<file path="config.mk">
export PLATFORM = sky130hd
export DESIGN_NAME = zigzag_quantizer_88
export DESIGN_NICKNAME = d
export VERILOG_FILES = /design/src/rtl/jfpjc_jpeg_pkg.sv /design/src/rtl/zigzag_lut.sv /design/src/rtl/zigzag_quantizer_88.sv
export SDC_FILE = /design/constraint.sdc
export NUM_CORES = 1
export LEC_CHECK = 0
export BUFFER_PORTS_ARGS = -buffer_cell sky130_fd_sc_hd__clkbuf_2
export CORE_ASPECT_RATIO = 0.5
export CORE_MARGIN = 2
export CORE_UTILIZATION = 25
export DETAILED_ROUTE_END_ITERATION = 8
export PLACE_DENSITY_LB_ADDON = 0.3
export SYNTH_ARGS = -nofsm -noshare
export SYNTH_HDL_FRONTEND = slang
export SYNTH_HIERARCHICAL = 1
export SYNTH_SLANG_ARGS = --single-unit
export TNS_END_PERCENT = 5
</file>
<file path="constraint.sdc">
create_clock -name clock -period 9.3 [get_ports clock]
set_input_delay 0.93 -clock clock [delete_from_list [all_inputs] [get_ports clock]]
set_output_delay 0.93 -clock clock [all_outputs]
set_load 0.02 [all_outputs]
</file>
<file path="src/rtl/jfpjc_jpeg_pkg.sv">
// Shared JPEG-path definitions: default datapath widths, the zigzag scan
// table (zigzag position -> row-major natural index) and the quantizer FSM
// state encoding.
package jfpjc_jpeg_pkg;

  localparam int COEF_W_DEFAULT  = 16;
  localparam int RECIP_W_DEFAULT = 17;
  localparam int OUT_W_DEFAULT   = 12;

  // Entry k is the row-major index of the k-th coefficient in JPEG zigzag order.
  localparam logic [5:0] ZIGZAG_TO_NATURAL [64] = '{
    6'd0,  6'd1,  6'd8,  6'd16, 6'd9,  6'd2,  6'd3,  6'd10,
    6'd17, 6'd24, 6'd32, 6'd25, 6'd18, 6'd11, 6'd4,  6'd5,
    6'd12, 6'd19, 6'd26, 6'd33, 6'd40, 6'd48, 6'd41, 6'd34,
    6'd27, 6'd20, 6'd13, 6'd6,  6'd7,  6'd14, 6'd21, 6'd28,
    6'd35, 6'd42, 6'd49, 6'd56, 6'd57, 6'd50, 6'd43, 6'd36,
    6'd29, 6'd22, 6'd15, 6'd23, 6'd30, 6'd37, 6'd44, 6'd51,
    6'd58, 6'd59, 6'd52, 6'd45, 6'd38, 6'd31, 6'd39, 6'd46,
    6'd53, 6'd60, 6'd61, 6'd54, 6'd47, 6'd55, 6'd62, 6'd63
  };

  typedef enum logic [1:0] {
    ST_IDLE  = 2'd0,
    ST_RUN   = 2'd1,
    ST_DRAIN = 2'd2,
    ST_DONE  = 2'd3
  } zq_state_e;

endpackage

</file>
<file path="src/rtl/zigzag_lut.sv">
// Combinational zigzag position -> natural (row-major) index lookup.
//   k_i       : zigzag position 0..63
//   natural_o : row-major index of that coefficient in the 8x8 block
module zigzag_lut
  import jfpjc_jpeg_pkg::*;
(
  input  logic [5:0] k_i,
  output logic [5:0] natural_o
);

  assign natural_o = ZIGZAG_TO_NATURAL[k_i];

endmodule

</file>
<file path="src/rtl/zigzag_quantizer_88.sv">
// Reads an 8x8 DCT block in zigzag order from a synchronous coefficient RAM,
// multiplies each coefficient by a quantization reciprocal read in parallel,
// rounds half away from zero, saturates and streams 64 results out.
//   clock, reset           : rising-edge clock, synchronous active-high reset
//   start                  : one-cycle pulse, accepted only in IDLE
//   coef_read_addr/_data   : coefficient RAM port (1-cycle read latency)
//   qtable_read_addr/_data : reciprocal RAM port (same address, same latency)
//   out_valid/out_ready    : output handshake; out_index/out_coef payload
//   busy, finished         : block in progress / one-cycle completion pulse
module zigzag_quantizer_88
  import jfpjc_jpeg_pkg::*;
#(
  parameter int COEF_W  = COEF_W_DEFAULT,
  parameter int RECIP_W = RECIP_W_DEFAULT,
  parameter int OUT_W   = OUT_W_DEFAULT
) (
  input  logic                      clock,
  input  logic                      reset,
  input  logic                      start,
  output logic [5:0]                coef_read_addr,
  input  logic signed [COEF_W-1:0]  coef_read_data,
  output logic [5:0]                qtable_read_addr,
  input  logic [RECIP_W-1:0]        qtable_read_data,
  output logic                      out_valid,
  input  logic                      out_ready,
  output logic [5:0]                out_index,
  output logic signed [OUT_W-1:0]   out_coef,
  output logic                      busy,
  output logic                      finished
);

  localparam int PROD_W = COEF_W + RECIP_W;
  localparam logic [PROD_W-1:0] HALF_LSB  = PROD_W'(32768);
  localparam logic [PROD_W-1:0] POS_LIMIT = PROD_W'((1 << (OUT_W - 1)) - 1);
  localparam logic [PROD_W-1:0] NEG_LIMIT = PROD_W'(1 << (OUT_W - 1));
  localparam logic [OUT_W-1:0]  OUT_MAX   = OUT_W'((1 << (OUT_W - 1)) - 1);
  localparam logic [OUT_W-1:0]  OUT_MIN   = OUT_W'(1 << (OUT_W - 1));

  zq_state_e state_q;
  logic [5:0] k_q, addr_q, s0_index_q, s1_index_q, s2_index_q, out_index_q;
  logic s0_valid_q, s1_valid_q, s2_valid_q, out_valid_q;
  logic busy_q, finished_q, s2_neg_q, hold_valid_q;
  logic [PROD_W-1:0] s2_prod_q;
  logic signed [COEF_W-1:0] coef_hold_q;
  logic [RECIP_W-1:0] recip_hold_q;
  logic signed [OUT_W-1:0] out_coef_q;

  logic [5:0] natural_d;
  logic stall, out_fire;
  logic signed [COEF_W-1:0] coef_eff;
  logic [RECIP_W-1:0] recip_eff;
  logic [COEF_W:0] coef_ext, coef_mag;
  logic [PROD_W-1:0] prod_d, rnd_full;
  logic signed [OUT_W-1:0] sat_d;

  zigzag_lut u_lut (
    .k_i       (k_q),
    .natural_o (natural_d)
  );

  // A full output register that is not taken freezes the whole pipeline.
  assign stall    = out_valid_q & ~out_ready;
  assign out_fire = out_valid_q & out_ready;

  // Multiply stage input: |coef| (17 bits so -32768 maps to 32768) times reciprocal.
  always_comb begin
    coef_eff  = hold_valid_q ? coef_hold_q : coef_read_data;
    recip_eff = hold_valid_q ? recip_hold_q : qtable_read_data;
    coef_ext  = {coef_eff[COEF_W-1], coef_eff};
    if (coef_eff[COEF_W-1]) begin
      coef_mag = ~coef_ext + (COEF_W + 1)'(1);
    end else begin
      coef_mag = coef_ext;
    end
    prod_d = PROD_W'(coef_mag) * PROD_W'(recip_eff);
  end

  // Round the magnitude, then apply the sign with saturation to the output range.
  always_comb begin
    rnd_full = (s2_prod_q + HALF_LSB) >> 16;
    if (s2_neg_q) begin
      if (rnd_full >= NEG_LIMIT) begin
        sat_d = OUT_MIN;
      end else begin
        sat_d = OUT_W'(PROD_W'(0) - rnd_full);
      end
    end else begin
      if (rnd_full > POS_LIMIT) begin
        sat_d = OUT_MAX;
      end else begin
        sat_d = OUT_W'(rnd_full);
      end
    end
  end

  // Control FSM: zigzag counter, address register (S0), busy/finished.
  always_ff @(posedge clock) begin
    if (reset) begin
      state_q    <= ST_IDLE;
      k_q        <= 6'd0;
      addr_q     <= 6'd0;
      s0_index_q <= 6'd0;
      s0_valid_q <= 1'b0;
      busy_q     <= 1'b0;
      finished_q <= 1'b0;
    end else begin
      finished_q <= 1'b0;
      case (state_q)
        ST_IDLE: begin
          if (start) begin
            state_q <= ST_RUN;
            k_q     <= 6'd0;
            busy_q  <= 1'b1;
          end
        end
        ST_RUN: begin
          if (!stall) begin
            addr_q     <= natural_d;
            s0_index_q <= k_q;
            s0_valid_q <= 1'b1;
            k_q        <= k_q + 6'd1;
            if (k_q == 6'd63) begin
              state_q <= ST_DRAIN;
            end
          end
        end
        ST_DRAIN: begin
          if (!stall) begin
            s0_valid_q <= 1'b0;
          end
          if (out_fire && (out_index_q == 6'd63)) begin
            state_q    <= ST_DONE;
            busy_q     <= 1'b0;
            finished_q <= 1'b1;
          end
        end
        ST_DONE: begin
          state_q <= ST_IDLE;
        end
        default: begin
          state_q <= ST_IDLE;
        end
      endcase
    end
  end

  // The RAMs keep re-reading the held S0 address during a stall, so the S1
  // item's data is captured on the first stalled edge and used until release.
  always_ff @(posedge clock) begin
    if (reset) begin
      hold_valid_q <= 1'b0;
      coef_hold_q  <= '0;
      recip_hold_q <= '0;
    end else if (stall && !hold_valid_q) begin
      hold_valid_q <= 1'b1;
      coef_hold_q  <= coef_read_data;
      recip_hold_q <= qtable_read_data;
    end else if (!stall) begin
      hold_valid_q <= 1'b0;
    end
  end

  // Pipeline stages S1 (RAM return), S2 (product) and S3 (output register).
  always_ff @(posedge clock) begin
    if (reset) begin
      s1_valid_q  <= 1'b0;
      s1_index_q  <= 6'd0;
      s2_valid_q  <= 1'b0;
      s2_index_q  <= 6'd0;
      s2_neg_q    <= 1'b0;
      s2_prod_q   <= '0;
      out_valid_q <= 1'b0;
      out_index_q <= 6'd0;
      out_coef_q  <= '0;
    end else if (!stall) begin
      s1_valid_q  <= s0_valid_q;
      s1_index_q  <= s0_index_q;
      s2_valid_q  <= s1_valid_q;
      s2_index_q  <= s1_index_q;
      s2_neg_q    <= coef_eff[COEF_W-1];
      s2_prod_q   <= prod_d;
      out_valid_q <= s2_valid_q;
      if (s2_valid_q) begin
        out_index_q <= s2_index_q;
        out_coef_q  <= sat_d;
      end
    end
  end

  assign coef_read_addr   = addr_q;
  assign qtable_read_addr = addr_q;
  assign out_valid        = out_valid_q;
  assign out_index        = out_index_q;
  assign out_coef         = out_coef_q;
  assign busy             = busy_q;
  assign finished         = finished_q;

endmodule

</file>
# --- Yosys cells after proc, flatten, opt, wreduce, memory -nomap -nowiden ---
# Memories as Yosys holds them, arrays and structs flattened. A register that Yosys moved wholly into a read port is not among the register bits.
# Index checks and enable logic that the tools add are counted.
word_totals:
  word_cells: 80
  inputBits: 37
  output_inout_bits: 33
  n_memories: 1
  rom_bits: 384
  regBits: 118
classes:
  n_eq_ne: 11
  n_mux: 22
  n_mul: 1
  magnitude_cmp: 2
  reduce_logical: 14
  bitwise_logic: 7
  add_sub_neg: 4
memory_table:
  columns: ["name", "depth", "word_bits", "read_ports", "rd_ports_with_merged_regs", "write_ports", "line_no", "text"]
  rows:
  - ["(no name shown)", 64, 6, 1, 1, 0, "zigzag_lut.sv:11", "assign natural_o = ZIGZAG_TO_NATURAL[k_i];"]
ops:
  columns: ["cell", "count"]
  rows:
  - ["12-bit 2-to-1 mux", 3]
  - ["17-bit 2-to-1 mux", 2]
  - ["33-bit by 16-bit adder with 33-bit output (second input constant)", 1]
  - ["17-bit by 17-bit multiplier with 33-bit output", 1]
  - ["17-bit by 1-bit adder with 17-bit output (second input constant)", 1]
  - ["17-bit by 12-bit greater-or-equal comparator with 1-bit output (second input constant)", 1]
  - ["17-bit by 11-bit greater-than comparator with 1-bit output (second input constant)", 1]
  - ["17-bit inverter", 1]
  - ["16-bit 2-to-1 mux", 1]
  - ["6-bit equality test (second input constant)", 2]
  - ["6-bit 2-to-1 mux", 2]
  - ["6-bit one-hot mux with 2 select lines", 1]
  - ["1-bit by 12-bit subtractor with 12-bit output (first input constant)", 1]
  - ["2-bit != test (second input constant)", 5]
  - ["3-bit AND reduction", 3]
  - ["2-bit 2-to-1 mux", 4]
  - ["2-bit one-hot mux with 4 select lines", 1]
  - ["6-bit inverter with 7-bit output", 1]
  - ["6-bit by 1-bit adder with 6-bit output (second input constant)", 1]
  - ["1-bit 2-to-1 mux", 6]
  - ["2-bit nonzero test", 3]
  - ["2-bit equality test (second input constant)", 2]
  - ["1-bit one-hot mux with 2 select lines", 2]
  - ["2-bit AND reduction", 2]
  - ["other kinds (9)", 13]

# --- Longest topological paths before layout ---
# Gate-level depths: netlist of run 1.
depth:
  ltp_word: 5
  depth_mapped: 31
  mapped_depth_nobuf: 29

# --- Hierarchy ---
# The synthesis of run 1 kept the hierarchy.
by_module_without_submodules:
  columns: ["module", "area_each_um2", "n_inst", "cells_per_inst", "seq_area_each_um2"]
  rows:
  - ["zigzag_quantizer_88", 14183.6, 1, 1706, 2182.1]
  - ["zigzag_lut", 775.7, 1, 108, 0.0]

# --- Worst setup path before layout of run 1 ---
# No wires, ideal clock.
synth_path:
  kind: "input to register"
  startpoint: "input coef_read_data[0]"
  endpoint: "register s2_prod_q[30]"
  arrival_time_ns: 7.621
  t_required_ns: 9.183
  path_stages: 28
  setup_ns: 0.117
  n_path_buf: 1
  path_slack_ns: 1.562
  cell_sequence: "mux2_2 -> inv_1 -> clkbuf_1 -> ha_1 -> nand2_1 -> o21ai_0 -> xor2_1 -> nor2_1 -> fa_1 -> inv_1 -> fa_1 -> fa_1 -> fa_1 -> inv_1 -> fa_1 -> inv_1 -> fa_1 -> inv_1 -> ha_1 -> a21o_1 -> a21o_1 -> nor2_1 -> a31oi_1 -> o22ai_1 -> o211ai_1 -> a31oi_1 -> xnor2_1 -> a22o_1"
synth_between:
  elab_chain_cells: 5
synth_lines:
  columns: ["item", "line_no", "text"]
  rows:
  - ["start: declaration", "zigzag_quantizer_88.sv:21", "input logic signed [COEF_W-1:0] coef_read_data,"]
  - ["16-bit 2-to-1 mux *", "zigzag_quantizer_88.sv:67", "coef_eff = hold_valid_q ? coef_hold_q : coef_read_data;"]
  - ["17-bit inverter", "zigzag_quantizer_88.sv:71", "coef_mag = ~coef_ext + (COEF_W + 1)'(1);"]
  - ["17-bit by 1-bit adder with 17-bit output", "zigzag_quantizer_88.sv:71", null]
  - ["17-bit 2-to-1 mux *", "zigzag_quantizer_88.sv:70", "if (coef_eff[COEF_W-1]) begin"]
  - ["17-bit by 17-bit multiplier with 33-bit output *", "zigzag_quantizer_88.sv:75", "prod_d = PROD_W'(coef_mag) * PROD_W'(recip_eff);"]
  - ["end signal: assignment", "zigzag_quantizer_88.sv:181", "s2_prod_q <= prod_d;"]
  - ["end: declaration", "zigzag_quantizer_88.sv:43", "logic [PROD_W-1:0] s2_prod_q;"]
# Mark *: on every way between the ends. The rest lies on a longest branch, timed or not.
# A chain may end at the register's enable or synchronous reset.

# --- Worst setup path in the final report of run 1 ---
layout_path:
  startpoint: "register hold_valid_q"
  endpoint: "register s2_prod_q[27]"
layout_between:
  elab_chain_cells: 5
  word_cells_on_any_way: 6
  classes_between: "add/sub (1); mul (1); mux (3); bitwise (1)"
layout_lines:
  columns: ["item", "line_no", "text"]
  rows:
  - ["start: declaration", "zigzag_quantizer_88.sv:42", "logic busy_q, finished_q, s2_neg_q, hold_valid_q;"]
  - ["start signal: assignment", "zigzag_quantizer_88.sv:151", "hold_valid_q <= 1'b0;"]
  - ["start signal: assignment", "zigzag_quantizer_88.sv:155", "hold_valid_q <= 1'b1;"]
  - ["start signal: assignment", "zigzag_quantizer_88.sv:159", "hold_valid_q <= 1'b0;"]
  - ["16-bit 2-to-1 mux", "zigzag_quantizer_88.sv:67", null]
  - ["17-bit inverter", "zigzag_quantizer_88.sv:71", null]
  - ["17-bit by 1-bit adder with 17-bit output", "zigzag_quantizer_88.sv:71", null]
  - ["17-bit 2-to-1 mux", "zigzag_quantizer_88.sv:70", null]
  - ["17-bit by 17-bit multiplier with 33-bit output *", "zigzag_quantizer_88.sv:75", null]
# Marked as above.

==> results.sh, run 1 <==
export IMPL_critical_path_class="flop to flop"
export IMPL_dp_hpwl_um=33700
export IMPL_grt_overflow=0
export IMPL_tns_ps=0
export IMPL_setup_violations=0
export IMPL_crit_path_end_kind="flop"
export IMPL_rows=63
export IMPL_crit_cells=27
export IMPL_grt_max_degree=53
export IMPL_yosys_area_top_type_share=0.296
export IMPL_r2r_start="hold_valid_q$_SDFFE_PP0P_"
export IMPL_synth_distinct_cells=75
export IMPL_worstRegToRegCells=27
export IMPL_core_um2=59200
export IMPL_relSlewSlack=0.179
export IMPL_clock_fmax_ghz=0.116
export IMPL_global_route_usage_total=0.137
export IMPL_synth_seq_cells=109
export IMPL_crit_path_max_fanout=16
export IMPL_synth_main_ff_cell="dfxtp_1"
export IMPL_tightest_slew_ps=1210
export IMPL_drc=0
export IMPL_start_util=0.253
export IMPL_grt_pass1_wl_um=66300
export IMPL_cts_hold_buffers=0
export IMPL_io_buffers=69
export IMPL_status="complete, no violations"
export IMPL_cts_max_level=3
export IMPL_hold_start="s2_index_q[4]$_SDFFE_PP0N_"
export IMPL_cts_tree="done"
export IMPL_hold_depth=2
export IMPL_cpMaxStageDelayCell="mux2i_1"
export IMPL_drt_wirelength_per_cell_um=15.6
export IMPL_seq_area_frac_synth=0.146
export IMPL_finalNetCount=2252
export IMPL_synth_most_common_cell="nand2_1"
export IMPL_synthTopCellsByArea="fa_1 (30%), dfxtp_1 (15%), ha_1 (10%)"
export IMPL_finalHoldViolCount=0
export IMPL_yosys_warnings=6
export IMPL_min_period_over_period=0.929
export IMPL_synth_edf_count=0
export IMPL_synth_area_um2=15000
export IMPL_dpl_cell_area_um2=16300
export IMPL_slew_viol_final=0
export IMPL_cts_resized=0
export IMPL_worst_skew_pair_late_latency_ps=390
export IMPL_cpMostUsedCell="fa_1"
export IMPL_grt_antenna_before_repair=1
export IMPL_die_h_um=177
export IMPL_die_area_um2=61900
export IMPL_clock_sinks=109
export IMPL_synth_avg_cell_area_um2=8.25
export IMPL_post_cts_buffers=0
export IMPL_cts_root_buf="clkbuf_16"
export IMPL_area_growth_pct=11.3
export IMPL_clkTransAtPathRegs_ps=80
export IMPL_final_cell_area_um2=16700
export IMPL_num_vias=12200
export IMPL_via_per_inst=4.55
export IMPL_reg2reg_to="s2_prod_q[27]$_SDFFE_PP0N_"
export IMPL_holdPathEnd="s2_index_q[4]$_SDFFE_PP0N_"
export IMPL_drive_gt1_frac=0.0933
export IMPL_fin_worst_skew_ps=11.3
export IMPL_max_stage_delay_ps=680
export IMPL_rsz0062_at_grt="false"
export IMPL_hp_class="flop to flop"
export IMPL_gp_congestion=0.916
export IMPL_critPathLaunchType="flop"
export IMPL_drtPass1Iterations=7
export IMPL_drt_iter0_markers=713
export IMPL_cp_required_ps=9640
export IMPL_synth_common_cells="nand2_1 (302), inv_1 (301), fa_1 (221), nor2_1 (188), ha_1 (123)"
export IMPL_fp_dieW_um=350
export IMPL_totalWireLength_um=41900
export IMPL_syn_inst=1814
export IMPL_path_buf_inv=5
export IMPL_rrSetupSlack_ps=660
export IMPL_cts_max_path_buffers=2
export IMPL_async_flop_share=0
export IMPL_io_pins=70
export IMPL_startpoint="hold_valid_q$_SDFFE_PP0P_"
export IMPL_first_global_vias=12100
export IMPL_crit_family="adder cells"
export IMPL_max_cap_viol_count=0
export IMPL_final_antenna_net_count=0
export IMPL_cp_arrival_ps=8980
export IMPL_nFillCells=6483
export IMPL_period_minus_slack_ps=8640
export IMPL_cts_buffers=9
export IMPL_yosysTopAreaCell="fa_1"
## how the worst max path moves through the flow
stage	end	slack (ps)
finish	s2_prod_q[27]$_SDFFE_PP0N_	660
global route	s2_prod_q[27]$_SDFFE_PP0N_	150
CTS	s2_prod_q[27]$_SDFFE_PP0N_	670
detailed placement	s2_prod_q[32]$_SDFFE_PP0N_	680
global placement	s2_prod_q[30]$_SDFFE_PP0N_	730
floorplan	s2_prod_q[30]$_SDFFE_PP0N_	1560
## cells by family after synthesis
family / share of synthesized area
AOI/OAI and AO/OA: 0.110
buffers and inverters: 0.101
muxes: 0.0345
xor gates and xnor gates: 0.0355
other: 0.000502
DFF: 0.146
adders and majority gates: 0.399
and+or+nand+nor: 0.174
## worst reg2reg max path: cells and delay by family (launching register included)
kind / cells / cell delay, ps
AO/OA/AOI/OAI: 7 / 1590
AND/OR/NAND/NOR: 6 / 920
flip-flops: 1 / 650
multiplexers: 1 / 680
XOR/XNOR: 1 / 650
adder cells (fa/ha/maj): 7 / 3290
buffers and inverters: 5 / 810
## stage by stage
stage	hold WS (ps)	setup WS, ps	std cells	utilization
2_1_floorplan	432	1560	1828	-
3_3_place_gp	439	726	2672	0.276
3_5_place_dp	444	685	2672	0.276
4_1_cts	458	674	2688	0.281
5_1_grt	478	150	2688	0.281
6_report	456	664	2689	0.281
## registers in the layout, summed over array words and instances (netlist names), 2 cells and up
register,flops
recip_hold_q,17
s1_index_q,6
k_q,6
coef_read_addr,6
state_q,2
out_index,6
s0_index_q,6
out_coef,12
s2_index_q,6
coef_hold_q,16
s2_prod_q,18
## cell usage in the layout, fill, tap and decap left out, drive strengths merged, types with 7 or more instances in the layout
cell type / instances
mux2: 17
conb: 16
and3: 10
xor2: 29
inv: 305
nor2b: 7
mux2i: 32
or3: 9
a211oi: 16
nor3: 13
a21oi: 110
and2: 8
o211ai: 11
xnor2: 29
fa: 221
a22o: 11
dfxtp: 109
a21o: 14
o21ai: 41
clkbuf: 77
nor2: 190
nand2: 303
nand2b: 14
ha: 123
nand3: 31
buf: 41
a31oi: 8
nand4: 8
## area by class of cell
type | instances | area [um^2] | share of cell area
diodes | 1 | 2.50 | 0.000150
clock inverters | 7 | 108 | 0.00646
inverters | 303 | 1140 | 0.0683
flip-flops and latches | 109 | 2180 | 0.131
repair buffers | 109 | 648 | 0.0389
well taps | 812 | 1020 | 0.0610
multi-input cells | 1339 | 11300 | 0.680
clock buffers | 9 | 225 | 0.0135
## routing by layer
layer / up-vias / GRT usage / part of all wire
met5: - / 0 / 0
met4: 0 / 0.0399 / 0.022
met3: 37 / 0.0180 / 0.042
met2: 243 / 0.229 / 0.48
met1: 6113 / 0.185 / 0.46
li1: 5830 / - / -
Power of run 1 is not shown: default switching activity piles up to over one toggle a cycle in this logic, so the estimate is an artifact.
==> run 2: changes to the inputs <==
--- a/config.mk
+++ b/config.mk
@@ -8,7 +8,7 @@
 export BUFFER_PORTS_ARGS = -buffer_cell sky130_fd_sc_hd__clkbuf_2
 export CORE_ASPECT_RATIO = 0.5
 export CORE_MARGIN = 2
-export CORE_UTILIZATION = 25
+export CORE_UTILIZATION = 29
 export DETAILED_ROUTE_END_ITERATION = 8
 export PLACE_DENSITY_LB_ADDON = 0.3
 export SYNTH_ARGS = -nofsm -noshare
==> results.sh, run 2 (same netlist as run 1, synthesis figures left out) <==
export IMPL_die_h_um=165
export IMPL_finalHoldViolCount=0
export IMPL_rows=58
export IMPL_final_cell_mix="nand2_1 (302), inv_1 (301), fa_1 (221)"
export IMPL_fin_worst_skew_ps=16.4
export IMPL_dp_cells=2548
export IMPL_path_buf_inv=4
export IMPL_drtPass1Iterations=5
export IMPL_clock_sinks=109
export IMPL_start_util=0.296
export IMPL_min_period_over_period=0.936
export IMPL_tns_ps=0
export IMPL_io_buffers=69
export IMPL_top_regs="s2_prod_q: 18 flops, recip_hold_q: 17 flops, coef_hold_q: 16 flops"
export IMPL_cts_buffers=9
export IMPL_drt_iter0_markers=809
export IMPL_worst_slack_ps=596
export IMPL_tightest_slew_ps=1150
export IMPL_cpMostUsedCell="fa_1"
export IMPL_critical_path_class="flop to flop"
export IMPL_area_growth_pct=9.80
export IMPL_status="complete, no violations"
export IMPL_setup_violations=0
export IMPL_drive_gt1_frac=0.0918
export IMPL_drc=0
export IMPL_cp_required_ps=9630
export IMPL_cts_resized=0
export IMPL_totalWireLength_um=40500
export IMPL_gp_congestion=0.884
export IMPL_crit_path_max_fanout=15
export IMPL_core_um2=50600
export IMPL_cts_hold_buffers=0
export IMPL_cts_root_buf="clkbuf_16"
export IMPL_via_per_inst=4.72
export IMPL_dp_worst_setup_slack_ps=439
export IMPL_slew_viol_final=0
export IMPL_cts_tree="done"
export IMPL_largest_reg_flops=18
export IMPL_worst_skew_pair_late_latency_ps=380
export IMPL_period_minus_slack_ps=8700
export IMPL_relSlewSlack=0.213
export IMPL_rsz0062_at_grt="false"
export IMPL_clkTransAtPathRegs_ps=80
export IMPL_global_route_usage_total=0.154
export IMPL_clock_fmax_ghz=0.115
export IMPL_cpMaxStageDelayCell="xor2_1"
export IMPL_die_area_um2=53500
export IMPL_n_antenna_cell=0
export IMPL_grt_pass1_wl_um=64800
export IMPL_grt_overflow=0
export IMPL_io_pins=70
export IMPL_post_cts_buffers=0
export IMPL_num_vias=12100
export IMPL_drt_wirelength_per_cell_um=15.8
export IMPL_final_antenna_net_count=0
export IMPL_cp_arrival_ps=9040
export IMPL_dp_hpwl_um=33000
export IMPL_final_common_cell="nand2_1"
export IMPL_max_stage_delay_ps=700
export IMPL_cts_max_path_buffers=2
export IMPL_first_global_vias=11900
export IMPL_hp_class="flop to flop"
export IMPL_cts_max_level=3
export IMPL_grt_max_degree=55
export IMPL_grt_antenna_before_repair=1
export IMPL_crit_family="adder cells"
export IMPL_final_cells=2564
export IMPL_finalNetCount=2250
export IMPL_max_cap_viol_count=0
export IMPL_regMostFlops="s2_prod_q"
export IMPL_critPathLaunchType="flop"
export IMPL_crit_path_end_kind="flop"
export IMPL_fp_dieW_um=325
run 2: cell count changes in the layout (fill, tap and decap cells not counted):
cell        change
buf_4           -2
bufinv_16       -2
clkbuf_1        +1
clkbuf_8        +1
clkinv_2        +1
clkinv_8        -1
clkinvlp_4      +1
diode_2         -1
inv_6           -1
run 2: path summary, 6_finish.rpt:
| path | start | end | slack [ps] | cells past startpoint |
|---|---|---|---|---|
| hold / removal | s2_index_q[3]$_SDFFE_PP0N_ | s2_index_q[3]$_SDFFE_PP0N_ | 450 | 2 |
| hold reg to reg | s2_index_q[3]$_SDFFE_PP0N_ | s2_index_q[3]$_SDFFE_PP0N_ | 450 | 2 |
| setup reg to reg | hold_valid_q$_SDFFE_PP0P_ | s2_prod_q[27]$_SDFFE_PP0N_ | 600 | 26 |
| setup / recovery | hold_valid_q$_SDFFE_PP0P_ | s2_prod_q[27]$_SDFFE_PP0N_ | 600 | 26 |
run 2: per-layer routing:
| layer | vias up | global-route usage | wire (um) | share of wire |
|---|---|---|---|---|
| li1 | 5816 | - | - | - |
| met1 | 5970 | 0.210 | 18700 | 0.46 |
| met2 | 263 | 0.255 | 18900 | 0.47 |
| met3 | 56 | 0.0190 | 1730 | 0.043 |
| met4 | 0 | 0.0524 | 1160 | 0.029 |
| met5 | - | 0 | 0 | 0 |
run 2: area by class of cell:
cell class	count	area [um^2]
clock buffer	11	243
clock inverter	5	35.0
fill	5385	34200
inverter	303	1140
multi-input combinational	1339	11300
sequential	109	2180
tap	690	863
timing repair buffer	107	633
run 2: metrics by stage:
stage / utilization / hold WS, ps / area [um^2]
final: 0.325 / 449 / 16400
after global routing: 0.325 / 462 / 16400
after CTS: 0.325 / 453 / 16400
after detailed placement: 0.319 / 443 / 16100
after global placement: 0.319 / 438 / 16100
after floorplan: - / 432 / 15000
run 2: worst register-to-register path, delay by kind of cell (launching register included):
family,cells,cell delay (ps)
fa+ha+maj,8,3700
mux,1,490
xor+xnor,1,700
simple gates,5,860
compound gates,7,1760
buf+inv,4,480
flops,1,660
Power of run 2 is left out for the same reason.
==> run 3: changes to the inputs <==
--- a/config.mk
+++ b/config.mk
@@ -11,6 +11,7 @@
 export CORE_UTILIZATION = 29
 export DETAILED_ROUTE_END_ITERATION = 8
 export PLACE_DENSITY_LB_ADDON = 0.3
+export REMOVE_ABC_BUFFERS = 1
 export SYNTH_ARGS = -nofsm -noshare
 export SYNTH_HDL_FRONTEND = slang
 export SYNTH_HIERARCHICAL = 1
==> results.sh, run 3 (same netlist as run 1, synthesis figures left out) <==
export IMPL_status="complete, no violations"
export IMPL_nFillCells=5331
export IMPL_clock_fmax_ghz=0.118
export IMPL_cts_tree="done"
export IMPL_global_route_usage_total=0.162
export IMPL_r2r_start="hold_valid_q$_SDFFE_PP0P_"
export IMPL_rsz0062_at_grt="false"
export IMPL_drt_iter0_markers=848
export IMPL_period_minus_slack_ps=8480
export IMPL_fp_dieW_um=325
export IMPL_cts_max_level=3
export IMPL_dp_hpwl_um=33500
export IMPL_cts_max_path_buffers=2
export IMPL_n_antenna_cell=0
export IMPL_crit_path_max_fanout=24
export IMPL_totalWireLength_um=42100
export IMPL_holdPathEnd="out_index[4]$_SDFFE_PP0P_"
export IMPL_multi_input_area_um2=11300
export IMPL_via_per_inst=4.71
export IMPL_worst_skew_pair_late_latency_ps=390
export IMPL_cts_hold_buffers=0
export IMPL_cp_required_ps=9620
export IMPL_area_growth_pct=10.1
export IMPL_cts_resized=0
export IMPL_start_util=0.296
export IMPL_num_vias=12100
export IMPL_first_global_vias=12100
export IMPL_crit_path_end_kind="flop"
export IMPL_drive_gt1_frac=0.0923
export IMPL_slew_viol_final=0
export IMPL_setup_violations=0
export IMPL_finalHoldViolCount=0
export IMPL_grt_pass1_wl_um=68100
export IMPL_fin_worst_skew_ps=18.5
export IMPL_core_um2=50600
export IMPL_die_h_um=165
export IMPL_grt_antenna_before_repair=0
export IMPL_drt_wirelength_per_cell_um=16.4
export IMPL_io_pins=70
export IMPL_grt_overflow=0
export IMPL_finalNetCount=2251
export IMPL_grt_max_degree=63
export IMPL_critical_path_class="flop to flop"
export IMPL_largest_reg_flops=18
export IMPL_ff_latch_area_um2=2180
export IMPL_clkTransAtPathRegs_ps=90
export IMPL_hold_start="s2_index_q[4]$_SDFFE_PP0N_"
export IMPL_critPathLaunchType="flop"
export IMPL_cp_arrival_ps=8800
export IMPL_hold_depth=2
export IMPL_drtPass1Iterations=5
export IMPL_die_area_um2=53500
export IMPL_min_period_over_period=0.912
export IMPL_drc=0
export IMPL_relSlewSlack=0.148
export IMPL_io_buffers=69
export IMPL_post_cts_buffers=0
export IMPL_rrSetupSlack_ps=820
export IMPL_worstRegToRegCells=26
export IMPL_tightest_slew_ps=1240
export IMPL_rows=58
export IMPL_max_cap_viol_count=0
export IMPL_gp_congestion=0.896
export IMPL_clock_sinks=109
export IMPL_cts_buffers=9
export IMPL_final_cell_mix="nand2_1 (302), inv_1 (301), fa_1 (221)"
export IMPL_tns_ps=0
export IMPL_regMostFlops="s2_prod_q"
export IMPL_top_regs="s2_prod_q: 18 flops, recip_hold_q: 17 flops, coef_hold_q: 16 flops"
export IMPL_reg2reg_to="s2_prod_q[27]$_SDFFE_PP0N_"
export IMPL_cts_root_buf="clkbuf_16"
export IMPL_hp_class="flop to flop"
export IMPL_final_common_cell="nand2_1"
export IMPL_final_antenna_net_count=0
## run 3: cell types whose count changed in the layout (fill, tap and decap cells not counted), sizes merged
cell      change
buf           +1
inv           +2
clkinv        +1
clkinvlp      -1
clkbuf        -2
## run 3: worst max-delay path, cell delays in order (launching register included)
cell and delay (ps):
dfxtp_2 750, mux2_2 510, inv_1 130, ha_1 260, a41oi_2 210, nor2_1 320, xor2_1 790, nand2_1 180
fa_1 530, fa_1 510, inv_1 50, fa_1 550, fa_1 430, fa_1 540, inv_1 60, fa_1 480
inv_1 40, ha_1 340, nand2_1 120, a211oi_1 200, nand2_1 70, a31oi_1 260, o22ai_1 230, nor2_1 150
o21ai_0 110, a2111oi_0 440, a21o_1 120
## run 3: how the worst max path moves through the flow
stage                                          from                          to  slack (ps)  cells past startpoint
after CTS                 hold_valid_q$_SDFFE_PP0P_  s2_prod_q[27]$_SDFFE_PP0N_         860                     27
final                     hold_valid_q$_SDFFE_PP0P_  s2_prod_q[27]$_SDFFE_PP0N_         820                     26
after global routing      hold_valid_q$_SDFFE_PP0P_  s2_prod_q[27]$_SDFFE_PP0N_          90                     26
after detailed placement          coef_read_data[0]  s2_prod_q[23]$_SDFFE_PP0N_         750                     28
after floorplan           hold_valid_q$_SDFFE_PP0P_  s2_prod_q[30]$_SDFFE_PP0N_         610                     26
after global placement            coef_read_data[7]  s2_prod_q[32]$_SDFFE_PP0N_         850                     27
## run 3: cell type report
class                           instances  share of cell area
Inverter                              303              0.0691
Clock inverter                          7             0.00524
Clock buffer                            9              0.0137
Multi-Input combinational cell       1339               0.688
Sequential cell                       109               0.133
Timing Repair Buffer                  108              0.0389
Tap cell                              690              0.0524
## run 3: per-layer routing
metal  vias up  part of all wire  global-route usage
li1       5827                 -                   -
met1      5895              0.50               0.234
met2       307              0.43               0.255
met3        48             0.055              0.0209
met4         0             0.017              0.0400
met5         -                 0                   0
## run 3: stage by stage
step	utilization	instance area [um^2]	setup slack, ps	std cells	hold slack, ps
after floorplan	-	14600	609	1751	426
after global placement	0.319	16200	849	2549	440
after detailed placement	0.319	16200	754	2549	443
after CTS	0.325	16500	862	2565	455
after global routing	0.325	16500	88.0	2565	471
final	0.325	16500	818	2565	455
Power of run 3 is left out for the same reason.
